<file path="src/rtl/axi_ctrl_slave.sv">
// axi_ctrl_slave: AXI4-Lite control responder for a hand-written compute kernel.
// Holds CTRL (start/done/idle), a latched return value and NUM_ARGS argument
// registers, and drives the ap_start/ap_ready/ap_done/ap_idle kernel handshake.
// Register map (word index = byte address >> 2):
//   word 0      CTRL  bit0 start (write-1-to-set), bit1 done (clear on read), bit2 idle
//   word 2      RET   read-only, captured when ap_done pulses
//   word 4+i    ARGi  read/write, i < NUM_ARGS
// Unmapped words read as zero and swallow writes; every response is OKAY.
module axi_ctrl_slave #(
  parameter int HOST_AXI_ADDR_BITS = 6,
  parameter int HOST_AXI_DATA_BITS = 32,
  parameter int NUM_ARGS           = 4
) (
  input  logic                          clock,
  input  logic                          reset,
  input  logic                          s_axi_control_AWVALID,
  output logic                          s_axi_control_AWREADY,
  input  logic [HOST_AXI_ADDR_BITS-1:0] s_axi_control_AWADDR,
  input  logic                          s_axi_control_WVALID,
  output logic                          s_axi_control_WREADY,
  input  logic [HOST_AXI_DATA_BITS-1:0] s_axi_control_WDATA,
  input  logic [3:0]                    s_axi_control_WSTRB,
  output logic                          s_axi_control_BVALID,
  input  logic                          s_axi_control_BREADY,
  output logic [1:0]                    s_axi_control_BRESP,
  input  logic                          s_axi_control_ARVALID,
  output logic                          s_axi_control_ARREADY,
  input  logic [HOST_AXI_ADDR_BITS-1:0] s_axi_control_ARADDR,
  output logic                          s_axi_control_RVALID,
  input  logic                          s_axi_control_RREADY,
  output logic [HOST_AXI_DATA_BITS-1:0] s_axi_control_RDATA,
  output logic [1:0]                    s_axi_control_RRESP,
  output logic                          ap_start,
  input  logic                          ap_ready,
  input  logic                          ap_done,
  input  logic                          ap_idle,
  input  logic [31:0]                   ret_value,
  output logic [32*NUM_ARGS-1:0]        args
);

  // Word-granular decode: the two byte-offset bits never select anything.
  localparam int WORD_BITS     = HOST_AXI_ADDR_BITS - 2;
  localparam int ARG_BASE_WORD = 32'sd4;
  localparam logic [WORD_BITS-1:0] CTRL_WORD = WORD_BITS'(32'd0);
  localparam logic [WORD_BITS-1:0] RET_WORD  = WORD_BITS'(32'd2);

  typedef enum logic [1:0] {
    W_ADDR = 2'd0,
    W_DATA = 2'd1,
    W_RESP = 2'd2
  } w_state_t;

  typedef enum logic {
    R_ADDR = 1'b0,
    R_DATA = 1'b1
  } r_state_t;

  // Byte-lane merge: lanes with a set strobe take the new byte, others keep the old.
  function automatic logic [31:0] merge_bytes(input logic [31:0] old_word,
                                              input logic [31:0] new_word,
                                              input logic [3:0]  strb);
    logic [31:0] result;
    result = old_word;
    for (int k = 0; k < 4; k++) begin
      if (strb[k]) begin
        result[8*k +: 8] = new_word[8*k +: 8];
      end else begin
        result[8*k +: 8] = old_word[8*k +: 8];
      end
    end
    return result;
  endfunction

  // Write channel state
  w_state_t               w_state_r;
  w_state_t               w_state_s;
  logic [WORD_BITS-1:0]   aw_word_r;
  logic                   awready_r;
  logic                   awready_s;
  logic                   wready_r;
  logic                   wready_s;
  logic                   bvalid_r;
  logic                   bvalid_s;

  // Read channel state
  r_state_t               r_state_r;
  r_state_t               r_state_s;
  logic                   arready_r;
  logic                   arready_s;
  logic                   rvalid_r;
  logic                   rvalid_s;
  logic [31:0]            rdata_r;
  logic [31:0]            rdata_s;

  // Register file
  logic                   ap_start_r;
  logic                   done_r;
  logic [31:0]            ret_r;
  logic [NUM_ARGS-1:0][31:0] arg_r;

  // Decode / handshake helpers
  logic [WORD_BITS-1:0]   ar_word_s;
  logic                   aw_hs_s;
  logic                   wr_en_s;
  logic                   ar_hs_s;
  logic                   start_set_s;
  logic                   ctrl_rd_s;
  logic [31:0]            arg_rd_s;
  logic [31:0]            rd_mux_s;
  logic                   unused_s;

  assign ar_word_s   = s_axi_control_ARADDR[HOST_AXI_ADDR_BITS-1:2];
  assign aw_hs_s     = (w_state_r == W_ADDR) && s_axi_control_AWVALID;
  assign wr_en_s     = (w_state_r == W_DATA) && s_axi_control_WVALID;
  assign ar_hs_s     = (r_state_r == R_ADDR) && s_axi_control_ARVALID;
  assign start_set_s = wr_en_s && (aw_word_r == CTRL_WORD) &&
                       s_axi_control_WSTRB[0] && s_axi_control_WDATA[0];
  assign ctrl_rd_s   = ar_hs_s && (ar_word_s == CTRL_WORD);

  // Byte-offset address bits carry no information for a word-only register map.
  assign unused_s = ^{s_axi_control_AWADDR[1:0], s_axi_control_ARADDR[1:0]};

  // Write FSM next state plus the ready/valid levels that the next state implies.
  always_comb begin
    w_state_s = w_state_r;
    awready_s = 1'b0;
    wready_s  = 1'b0;
    bvalid_s  = 1'b0;
    case (w_state_r)
      W_ADDR: begin
        if (s_axi_control_AWVALID) begin
          w_state_s = W_DATA;
        end else begin
          w_state_s = W_ADDR;
        end
      end
      W_DATA: begin
        if (s_axi_control_WVALID) begin
          w_state_s = W_RESP;
        end else begin
          w_state_s = W_DATA;
        end
      end
      W_RESP: begin
        if (s_axi_control_BREADY) begin
          w_state_s = W_ADDR;
        end else begin
          w_state_s = W_RESP;
        end
      end
      default: begin
        w_state_s = W_ADDR;
      end
    endcase
    case (w_state_s)
      W_ADDR:  awready_s = 1'b1;
      W_DATA:  wready_s  = 1'b1;
      W_RESP:  bvalid_s  = 1'b1;
      default: awready_s = 1'b0;
    endcase
  end

  // Write FSM state and its registered channel outputs; latch the target word on AW.
  always_ff @(posedge clock) begin
    if (reset) begin
      w_state_r <= W_ADDR;
      aw_word_r <= '0;
      awready_r <= 1'b0;
      wready_r  <= 1'b0;
      bvalid_r  <= 1'b0;
    end else begin
      w_state_r <= w_state_s;
      awready_r <= awready_s;
      wready_r  <= wready_s;
      bvalid_r  <= bvalid_s;
      if (aw_hs_s) begin
        aw_word_r <= s_axi_control_AWADDR[HOST_AXI_ADDR_BITS-1:2];
      end
    end
  end

  // Read-data multiplexer; CTRL shows the done flag as it stood before this read.
  always_comb begin
    arg_rd_s = 32'h0;
    for (int i = 0; i < NUM_ARGS; i++) begin
      arg_rd_s = arg_rd_s |
                 ((ar_word_s == WORD_BITS'(ARG_BASE_WORD + i)) ? arg_r[i] : 32'h0);
    end
    if (ar_word_s == CTRL_WORD) begin
      rd_mux_s = {29'h0, ap_idle, done_r, ap_start_r};
    end else if (ar_word_s == RET_WORD) begin
      rd_mux_s = ret_r;
    end else begin
      rd_mux_s = arg_rd_s;
    end
  end

  // Read FSM next state; read data is captured at the AR handshake and held after.
  always_comb begin
    r_state_s = r_state_r;
    arready_s = 1'b0;
    rvalid_s  = 1'b0;
    rdata_s   = rdata_r;
    case (r_state_r)
      R_ADDR: begin
        if (s_axi_control_ARVALID) begin
          r_state_s = R_DATA;
          rdata_s   = rd_mux_s;
        end else begin
          r_state_s = R_ADDR;
          rdata_s   = rdata_r;
        end
      end
      R_DATA: begin
        if (s_axi_control_RREADY) begin
          r_state_s = R_ADDR;
        end else begin
          r_state_s = R_DATA;
        end
      end
      default: begin
        r_state_s = R_ADDR;
      end
    endcase
    case (r_state_s)
      R_ADDR:  arready_s = 1'b1;
      R_DATA:  rvalid_s  = 1'b1;
      default: arready_s = 1'b0;
    endcase
  end

  // Read FSM state and its registered channel outputs.
  always_ff @(posedge clock) begin
    if (reset) begin
      r_state_r <= R_ADDR;
      arready_r <= 1'b0;
      rvalid_r  <= 1'b0;
      rdata_r   <= 32'h0;
    end else begin
      r_state_r <= r_state_s;
      arready_r <= arready_s;
      rvalid_r  <= rvalid_s;
      rdata_r   <= rdata_s;
    end
  end

  // Kernel handshake bits: a start set beats a same-cycle ap_ready, a done pulse
  // beats a same-cycle CTRL read.
  always_ff @(posedge clock) begin
    if (reset) begin
      ap_start_r <= 1'b0;
      done_r     <= 1'b0;
      ret_r      <= 32'h0;
    end else begin
      if (start_set_s) begin
        ap_start_r <= 1'b1;
      end else if (ap_ready) begin
        ap_start_r <= 1'b0;
      end
      if (ap_done) begin
        done_r <= 1'b1;
      end else if (ctrl_rd_s) begin
        done_r <= 1'b0;
      end
      if (ap_done) begin
        ret_r <= ret_value;
      end
    end
  end

  // Argument registers, byte-strobed writes effective at the W handshake.
  always_ff @(posedge clock) begin
    if (reset) begin
      arg_r <= '0;
    end else begin
      for (int i = 0; i < NUM_ARGS; i++) begin
        if (wr_en_s && (aw_word_r == WORD_BITS'(ARG_BASE_WORD + i))) begin
          arg_r[i] <= merge_bytes(arg_r[i], s_axi_control_WDATA, s_axi_control_WSTRB);
        end
      end
    end
  end

  assign s_axi_control_AWREADY = awready_r;
  assign s_axi_control_WREADY  = wready_r;
  assign s_axi_control_BVALID  = bvalid_r;
  assign s_axi_control_BRESP   = 2'b00;
  assign s_axi_control_ARREADY = arready_r;
  assign s_axi_control_RVALID  = rvalid_r;
  assign s_axi_control_RDATA   = rdata_r;
  assign s_axi_control_RRESP   = 2'b00;
  assign ap_start              = ap_start_r;
  assign args                  = arg_r;

endmodule

</file>
<file path="config.mk">
export PLATFORM = sky130hd
export DESIGN_NAME = axi_ctrl_slave
export DESIGN_NICKNAME = d
export VERILOG_FILES = /design/src/rtl/axi_ctrl_slave.sv
export SDC_FILE = /design/constraint.sdc
export NUM_CORES = 1
export LEC_CHECK = 0
export ABC_AREA = 1
export CAP_MARGIN = 20
export CELL_PAD_IN_SITES_DETAIL_PLACEMENT = 1
export CELL_PAD_IN_SITES_GLOBAL_PLACEMENT = 1
export CORE_MARGIN = 2
export CORE_UTILIZATION = 37
export CTS_BUF_LIST = sky130_fd_sc_hd__clkbuf_8
export DETAILED_ROUTE_END_ITERATION = 8
export GPL_TIMING_DRIVEN = 0
export PLACE_DENSITY = 0.89
export SLEW_MARGIN = 30
export SYNTH_ARGS = -nofsm -noshare
export SYNTH_HDL_FRONTEND = slang
export SYNTH_SLANG_ARGS = --single-unit
</file>
<file path="constraint.sdc">
create_clock -name clock -period 3.6 [get_ports clock]
set_input_delay 0.54 -clock clock [delete_from_list [all_inputs] [get_ports clock]]
set_output_delay 0.54 -clock clock [all_outputs]
set_load 0.005 [all_outputs]
</file>
**Yosys cells after proc, flatten, opt, wreduce, memory -nomap -nowiden**

Index checks and enable logic that the tools add are counted.

- Equal/unequal tests: 13
- Mux-type cells: 22
- Bitwise operators: 4
- Reductions and logical operators: 34

Operators with widths:

| cell | count |
|---|---|
| 32-bit two-way mux | 6 |
| 32-bit OR | 3 |
| 2-bit AND reduction | 17 |
| 4-bit by 3-bit == test with 1-bit output (second input constant) | 8 |
| 1-bit two-way mux | 12 |
| 1-bit logical AND | 11 |
| 4-bit logical NOT | 2 |
| 2-bit one-hot mux with 3 select lines | 1 |
| 2-bit by 1-bit == test with 1-bit output (second input constant) | 2 |
| 2-bit == test (second input constant) | 2 |
| 4-bit by 2-bit == test with 1-bit output (second input constant) | 1 |
| 2-bit logical NOT | 2 |
| 2-bit two-way mux | 2 |
| 2-bit nonzero test | 2 |
| 1-bit one-hot mux with 2 select lines | 1 |
| 1-bit inverter | 1 |

- Flip-flop bits (word level): 206
- Input bits: 90

**Longest topological paths before layout**

Gate-level depths: netlist (run 1).

- Depth after elaboration: 7
- Mapped depth: 10
- Depth with buffers taken out: 8

**Worst setup path before layout (run 1)**

No wires, ideal clock.

- Kind: input -> register
- Start point: input port s_axi_control_ARADDR[5]
- End point: register rdata_r[23], in the netlist s_axi_control_RDATA[23]
- Setup time: 0.135 ns
- Arrival: 1.387 ns
- Required time: 3.465 ns
- Setup slack: 2.078 ns
- Cell stages on the path: 7
- Path buffers: 1
- Cell sequence: nor2_1 > nand2_2 > buf_2 > nor2_1 > nor2_1 > o21ai_0 > a21oi_1

- Word-level cells in the longest chain between the ends: 7
- Elaborated cells on any way between the ends: 15
- Those cells by class: eq/ne (5); mux (6); bitwise (3); reduce/logical (1)

Ends and longest elaborated chain:

| what | RTL line | RTL |
|---|---|---|
| start: declaration | 28 | `input logic [HOST_AXI_ADDR_BITS-1:0] s_axi_control_ARADDR,` |
| 4-bit by 3-bit == test with 1-bit output | 187 | `((ar_word_s == WORD_BITS'(ARG_BASE_WORD + i)) ? arg_r[i] : 32'h0);` |
| 32-bit two-way mux | 187 |  |
| 32-bit OR (3 in series) | 186 | `arg_rd_s = arg_rd_s \|` |
| 32-bit two-way mux | 191 | `end else if (ar_word_s == RET_WORD) begin` |
| 32-bit two-way mux * | 189 | `if (ar_word_s == CTRL_WORD) begin` |
| end signal: assignment | 243 | `rdata_r <= rdata_s;` |
| end: declaration | 92 | `logic [31:0] rdata_r;` |

Every way passes the cells marked *; elsewhere a longest branch is shown, timed or not.
A chain may end at the register's enable or synchronous reset.

**Worst setup path after layout (run 1)**

- Start point: input port s_axi_control_ARADDR[4]
- End point: register rdata_r[1], in the netlist s_axi_control_RDATA[1]

Same word-level chain as after synthesis.

==> key figures, run 1 <==
STA
  • Slack of the critical path: 1.440 ns
  • Worst-margin pin slew: 0.7270 ns
  • Slew Viols, Final: 0
  • Max Freq: 463.0 MHz
  • RSZ-0062 raised after global routing: false
  • Fin Setup TNS: 0 ns
  • Final Hold Vio Count: 0
  • Worst Skew: 0.01881 ns
  • Slew headroom: 51.53%
  • Post-route clock period utilization: 60.00%
  • Fin Hold WS: 0.4060 ns
  • # setup viols final: 0
  • Min cycle time layout: 2.160 ns

Drt
  • Vias per inst: 5.278
  • Routed vias: 9876
  • Residual DRC: 0
  • Wire length per cell: 20.90 µm
  • TritonRoute pass-1 iters: 5
  • DRT antenna net count: 0
  • Initial detailed-routing violation count: about 700
  • Final wirelength: about 39000 µm

Power
  • Worst IR Drop VDD: 218.1 µV
  • Leak Pwr: roughly 4.8 nW
  • Cell Pwr Density: just over 400 nW/µm²
  • Seq pwr share: 45.8%
  • Combinational Power Share: 9.4%
  • Tot Pwr: 5.123 mW
  • P_sw: 1.338 mW
  • Clock power share: 44.8%
  • Switching Fraction: between 20% and 30%
  • Pint: around 3.8 mW

Layout
  • Fraction of layout cells with a size suffix above 1: 8.505%
  • Storage cell area: 4104 µm²
  • # diodes: 0
  • Nets: approximately 1.6k
  • Final Util: between 50% and 60%
  • Fill count: 3005
  • Final instance area: 12500 µm²
  • Non-filler cells, final: 1871
  • Syn-to-layout area delta: 41.96%
  • Multi-input gate area: 3690 µm²

Logic synthesis
  • Post-synth top area share: 46.62%
  • Top post-synthesis cells by count: dfxtp_1 (205), o21ai_0 (182), nor2_1 (165), a21oi_1 (162), inv_1 (154)
  • Synthesis warning total: 0
  • Post-Syn Instances: 1233
  • Post-synth EDFFs: 0
  • Synth area leaders: dfxtp_1 (47%), o21ai_0 (10%), a21oi_1 (9.2%)
  • Post-Syn Area: around 8800 µm²
  • Post-synthesis async set-or-reset flop share: 0%
  • Avg Inst Size Synth: 7.139 µm²
  • Yosys reg bits: approximately 200
  • Sequential area share after synthesis: approximately 47%
  • Unique masters post-synth: 29
  • Largest area contributor in the netlist: dfxtp_1
  • Dominant synthesized flop cell: dfxtp_1
  • Most frequent cell after synthesis: dfxtp_1

Die
  • Core area: 23400 µm²
  • Die width: 158.2 µm
  • Die height: 158.2 µm
  • Rows: 56
  • Die ar.: 25040 µm²
  • Initial core utilization: 37.61%
  • I/O pins: 260

Clock network
  • H-tree levels: 2
  • Worst-Skew Late Latency: between 0.5 and 0.6 ns
  • PostCTS Resize Cnt: 0
  • TritonCTS clock tree: done
  • TritonCTS Buffers: 37
  • Post-CTS Setup Repair Bufs: 0
  • CTS root buffer: clkbuf_8
  • Longest Clk Path Bufs: 3
  • CTS Hold Buffers Added: 0
  • CTS sink cnt: 205
  • Clock edge transition at the registers on the reported setup and hold paths: 0.06 ns

Worst setup path
  • Critical path capture point type: register
  • Cell family with most CP delay: simple AND/OR/NAND/NOR gates
  • CP Launch Type: input pin
  • Arrival @ worst endpoint: 2.63 ns
  • Critical path type: in -> reg
  • Cell Chain, Critical Path: clkdlybuf4s50_1 -> inv_1 -> nor2_2 -> buf_2 -> nand2_1 -> nor2_1 -> nor2_1 -> nand2_1 -> nand2_1 -> a21oi_1
  • WP data required: ~4.1 ns
  • Critical path's slowest cell: clkdlybuf4s50_1
  • Top cell by count, worst path: nand2_1
  • CP peak stage delay: between 0.5 and 0.6 ns
  • Crit Path Max Fanout: 10
  • Worst Path Buf+Inv: 3

Place
  • Count of input and output buffers: 250
  • DP HPWL: between 20000 and 30000 µm
  • Placed cells: 1805
  • Gpl congestion: 0.9479
  • Area after DPL: between 10000 and 15000 µm²
  • Placement Setup Slack: 1.069 ns

GRT
  • Global-route wire length before repair: 58080 µm
  • Initial antenna violation count: 2
  • GRT Overall Usage: 30.70%
  • Largest net degree at the start of global routing: 11
  • Vias in the first global route: 10.28k
  • Total gr overflow: 0

Run status
  • Outcome: finished, final reports clean

Run
  • Max Cap Viol: 0

Hold path
  • Hold/Removal Path Class: in -> reg
cell families after synthesis:
logic type      Yosys count  share of synthesized area (%)
buf+inv                 241                          11.58
flops                   205                          46.62
other cells               1                        0.04260
simple gates            419                          20.50
compound gates          367                          21.25
path summary, 6_finish.rpt:
check	start	to	slack [ns]	cells after the start
max reg2reg	aw_word_r[1]	args[30]	1.73	7
min	reset	s_axi_control_RDATA[0]	0.41	2
min reg2reg	args[31]	args[31]	0.47	2
max	s_axi_control_ARADDR[4]	s_axi_control_RDATA[1]	1.44	10
cell usage in the layout (no fill, tap or decap), types with 3 or more instances in the layout:
master	instances
clkbuf_8	52
clkinv_2	4
dfxtp_1	205
nand3_1	134
nor2_2	4
clkdlybuf4s50_1	250
nor2_1	165
o21ai_0	182
nand2_1	102
clkbuf_1	28
a21oi_1	162
buf_2	41
a21oi_2	3
a22oi_1	3
inv_1	162
buf_4	7
nand2_2	4
o21ai_1	13
conb_1	4
inv_2	4
buf_6	5
registers in the layout (all words and copies together), names as in the netlist:
register / count
ap_start: 1
args: 128
aw_word_r: 4
done_r: 1
r_state_r: 1
ret_r: 32
s_axi_control_ARREADY: 1
s_axi_control_AWREADY: 1
s_axi_control_BVALID: 1
s_axi_control_RDATA: 32
s_axi_control_WREADY: 1
w_state_r: 2
routing by layer:
metal	global-route usage (%)	routed length (µm)	vias up
li1	-	-	4610
met1	38.32	15800	4704
met2	52.11	18780	448
met3	5.201	2790	110
met4	13.43	1713	4
met5	0	25	-
power groups by stage:
stage	Combinational (mW)	Clock, mW	Sequential (mW)
final	0.482	2.30	2.34
after global routing	0.521	2.41	2.35
after floorplan	0.215	0	2.38
after detailed placement	0.468	0	2.39
after global placement	0.453	0	2.39
after CTS	0.476	2.31	2.34
cell type report:
type / count / share of cell area, %
flip-flops and latches: 205 / 32.84
multi-input cells: 790 / 29.53
repair buffers: 250 / 20.03
clock buffers: 52 / 5.727
inverters: 159 / 4.776
plain buffers: 82 / 3.384
well taps: 319 / 3.194
clock inverters: 14 / 0.5207
(Power assumes the default switching activity.)
==> run 2: changes to the inputs <==
- CORE_UTILIZATION: 37 -> 31
- PLACE_DENSITY: 0.89 -> 0.79
- clock period: 3.6 -> 1.9 ns (I/O delays scaled with it)
==> run 2 against run 1 <==
Sequential cell count unchanged; utilization down 8.2 points; cell count up 3.3%; power up 89%; critical endpoint is now args[79].
==> key figures, run 2 (synthesis results as in run 1) <==
GRT
  • Initial antenna violation count: 2 (unchanged)
  • Total gr overflow: 0 (unchanged)
  • Largest net degree at the start of global routing: 11 (unchanged)
  • GRT Overall Usage: 25.39% (-5.3 points)
  • Vias in the first global route: 9813 (-4.6%)
  • Global-route wire length before repair: 58550 µm (+0.81%)

Clock network
  • TritonCTS Buffers: 39 (+5.4%)
  • H-tree levels: 2 (unchanged)
  • Longest Clk Path Bufs: 3 (unchanged)
  • TritonCTS clock tree: done
  • CTS sink cnt: 205 (unchanged)
  • Post-CTS Setup Repair Bufs: 0 (unchanged)
  • CTS root buffer: clkbuf_8
  • Clock edge transition at the registers on the reported setup and hold paths: 0.06 ns (about the same)
  • Worst-Skew Late Latency: 0.54 ns (about the same)

Layout
  • Most frequent cells in the layout: clkdlybuf4s50_1 (250), dfxtp_1 (205), o21ai_0 (182), inv_1 (169), nor2_1 (165)
  • Fill count: 3468 (+15%)
  • Fraction of layout cells with a size suffix above 1: 8.500% (about the same)
  • Storage cell area: 4104 µm² (unchanged)
  • Multi-input gate area: 3717 µm² (+0.75%)
  • Nets: 1617 (+0.12%)
  • Syn-to-layout area delta: 42.96%
  • Commonest non-fill, non-tap cell in the layout: clkdlybuf4s50_1
  • Max reg flops: 128 (unchanged)

Drt
  • Initial detailed-routing violation count: 612 (-12%)
  • Residual DRC: 0 (unchanged)
  • Vias per inst: 4.942 (-6.4%)
  • Wire length per cell: 20.13 µm (-3.7%)
  • DRT antenna net count: 0 (unchanged)
  • Final wirelength: 38910 µm (-0.51%)
  • TritonRoute pass-1 iters: 5 (unchanged)
  • Routed vias: 9552 (-3.3%)

STA
  • Slew headroom: 53.58% (+2.0 points)
  • RSZ-0062 raised after global routing: true
  • Worst Skew: 0.02521 ns (+0.006409 ns)
  • Final Hold Vio Count: 0 (unchanged)
  • Slew Viols, Final: 0 (unchanged)
  • Post-route clock period utilization: between 90% and 100%
  • Worst-margin pin slew: 0.6963 ns (-0.03069 ns)
  • Min cycle time layout: 1.863 ns
  • Max Freq: 536.8 MHz
  • Fin Setup TNS: 0 ns (unchanged)
  • Fin Hold WS: 0.1558 ns (-0.2502 ns)
  • # setup viols final: 0 (unchanged)

Hold path
  • Hold path depth: 2 (unchanged)
  • Hold/Removal Path Class: in -> reg
  • Hold Path Origin: reset
  • Hold Path Sink: s_axi_control_RDATA[1]

Place
  • DP HPWL: 30390 µm (+3.1%)
  • Gpl congestion: 0.9129 (-3.7%)
  • Count of input and output buffers: 250 (unchanged)

Die
  • Die ar.: 29760 µm² (+19%)
  • Die height: 172.5 µm (+9.0%)
  • Core area: 27860 µm² (+19%)
  • I/O pins: 260 (unchanged)
  • Rows: 61 (+8.9%)
  • Die width: 172.5 µm (+9.0%)
  • Initial core utilization: 31.60% (-6.0 points)

Worst setup path
  • Critical path type: reg -> out
  • Cell family with most CP delay: buffers and inverters
  • CP Launch Type: register
  • WP data required: 1.62 ns (-2.45 ns)
  • R2r endpoint: args[125]
  • Critical path's slowest cell: clkdlybuf4s50_1
  • FF-to-FF Start: aw_word_r[2]
  • Arrival @ worst endpoint: 1.58 ns (-1.05 ns)
  • Crit Path Max Fanout: 3 (-7)
  • Cell Chain, Critical Path: clkdlybuf4s50_1
  • Worst R2R Path Depth: 6 (-1)
  • Register-to-register setup slack: 0.04 ns (-1.69 ns)
  • Worst Path Buf+Inv: 1 (-2)
  • Critical path capture point type: primary output
  • CP peak stage delay: 0.56 ns (about the same)

Run status
  • Outcome: finished, final reports clean

Power
  • Leak Pwr: 4.775 nW (+0.41%)
  • Worst IR Drop VDD: 396.2 µV (+82%)
  • Cell Pwr Density: 768.7 nW/µm² (+88%)

Run
  • Max Cap Viol: 0 (unchanged)
[run 2: cell types whose count changed in the layout (fill, tap and decap cells not counted), sizes merged]
cell,change
diode,+2
clkbuf,-4
clkinv,-1
bufinv,+1
clkinvlp,-2
inv,+7
[run 2: layout make-up]
type                       count  share of cell area (%)
sequential                   205                   32.61
multi-input combinational    790                   29.54
timing repair buffer         250                   19.89
clock buffer                  48                   5.250
inverter                     159                   4.743
tap                          378                   3.759
buffer                        82                   3.361
clock inverter                19                  0.8054
antenna                        2                 0.03977
[run 2: metrics by stage]
step	instances	cell area [µm²]	setup WS, ns	power, mW	util, %
5_1_grt	1932	12580	-0.05490	10.03	45.16
3_5_place_dp	1864	11790	-0.4808	5.421	42.32
2_1_floorplan	1236	8813	0.5736	4.926	-
6_report	1933	12580	0.03724	9.672	45.17
3_3_place_gp	1864	11790	-0.3810	5.399	42.32
4_1_cts	1931	12550	0.01155	9.720	45.05
[run 2: how the worst max path moves through the flow]
stage,slack (ns),cells after the start,endpoint,startpoint
floorplan,0.57,6,args[109],aw_word_r[0]
global placement,-0.38,10,s_axi_control_RDATA[10],s_axi_control_ARADDR[4]
detailed placement,-0.48,10,s_axi_control_RDATA[10],s_axi_control_ARADDR[4]
global route,-0.05,6,args[38],w_state_r[0]
CTS,0.01,1,args[79],args[79]
finish,0.04,1,args[79],args[79]
[run 2: power by group]
group          switching [mW]  internal, mW  leakage, nW  total, mW
clock                    1.93          2.40        0.451       4.33
combinational           0.548         0.356         2.66      0.905
sequential             0.0542          4.39         1.66       4.44
total                    2.53          7.14         4.77       9.67
[run 2: metal layers]
layer	routed length (µm)	part of all wire, %	vias up	track usage [%]
met4	1290	3.3	0	9.402
met3	2287	5.9	80	5.327
met1	17190	44	4549	32.17
li1	-	-	4626	-
met5	0	0	-	0
met2	18150	47	297	42.47
[run 2: repair_timing]
action | CTS | global route
setup endpoints to repair | 0 | 12
hold buffers | 0 | 0
resized for setup | 0 | 6
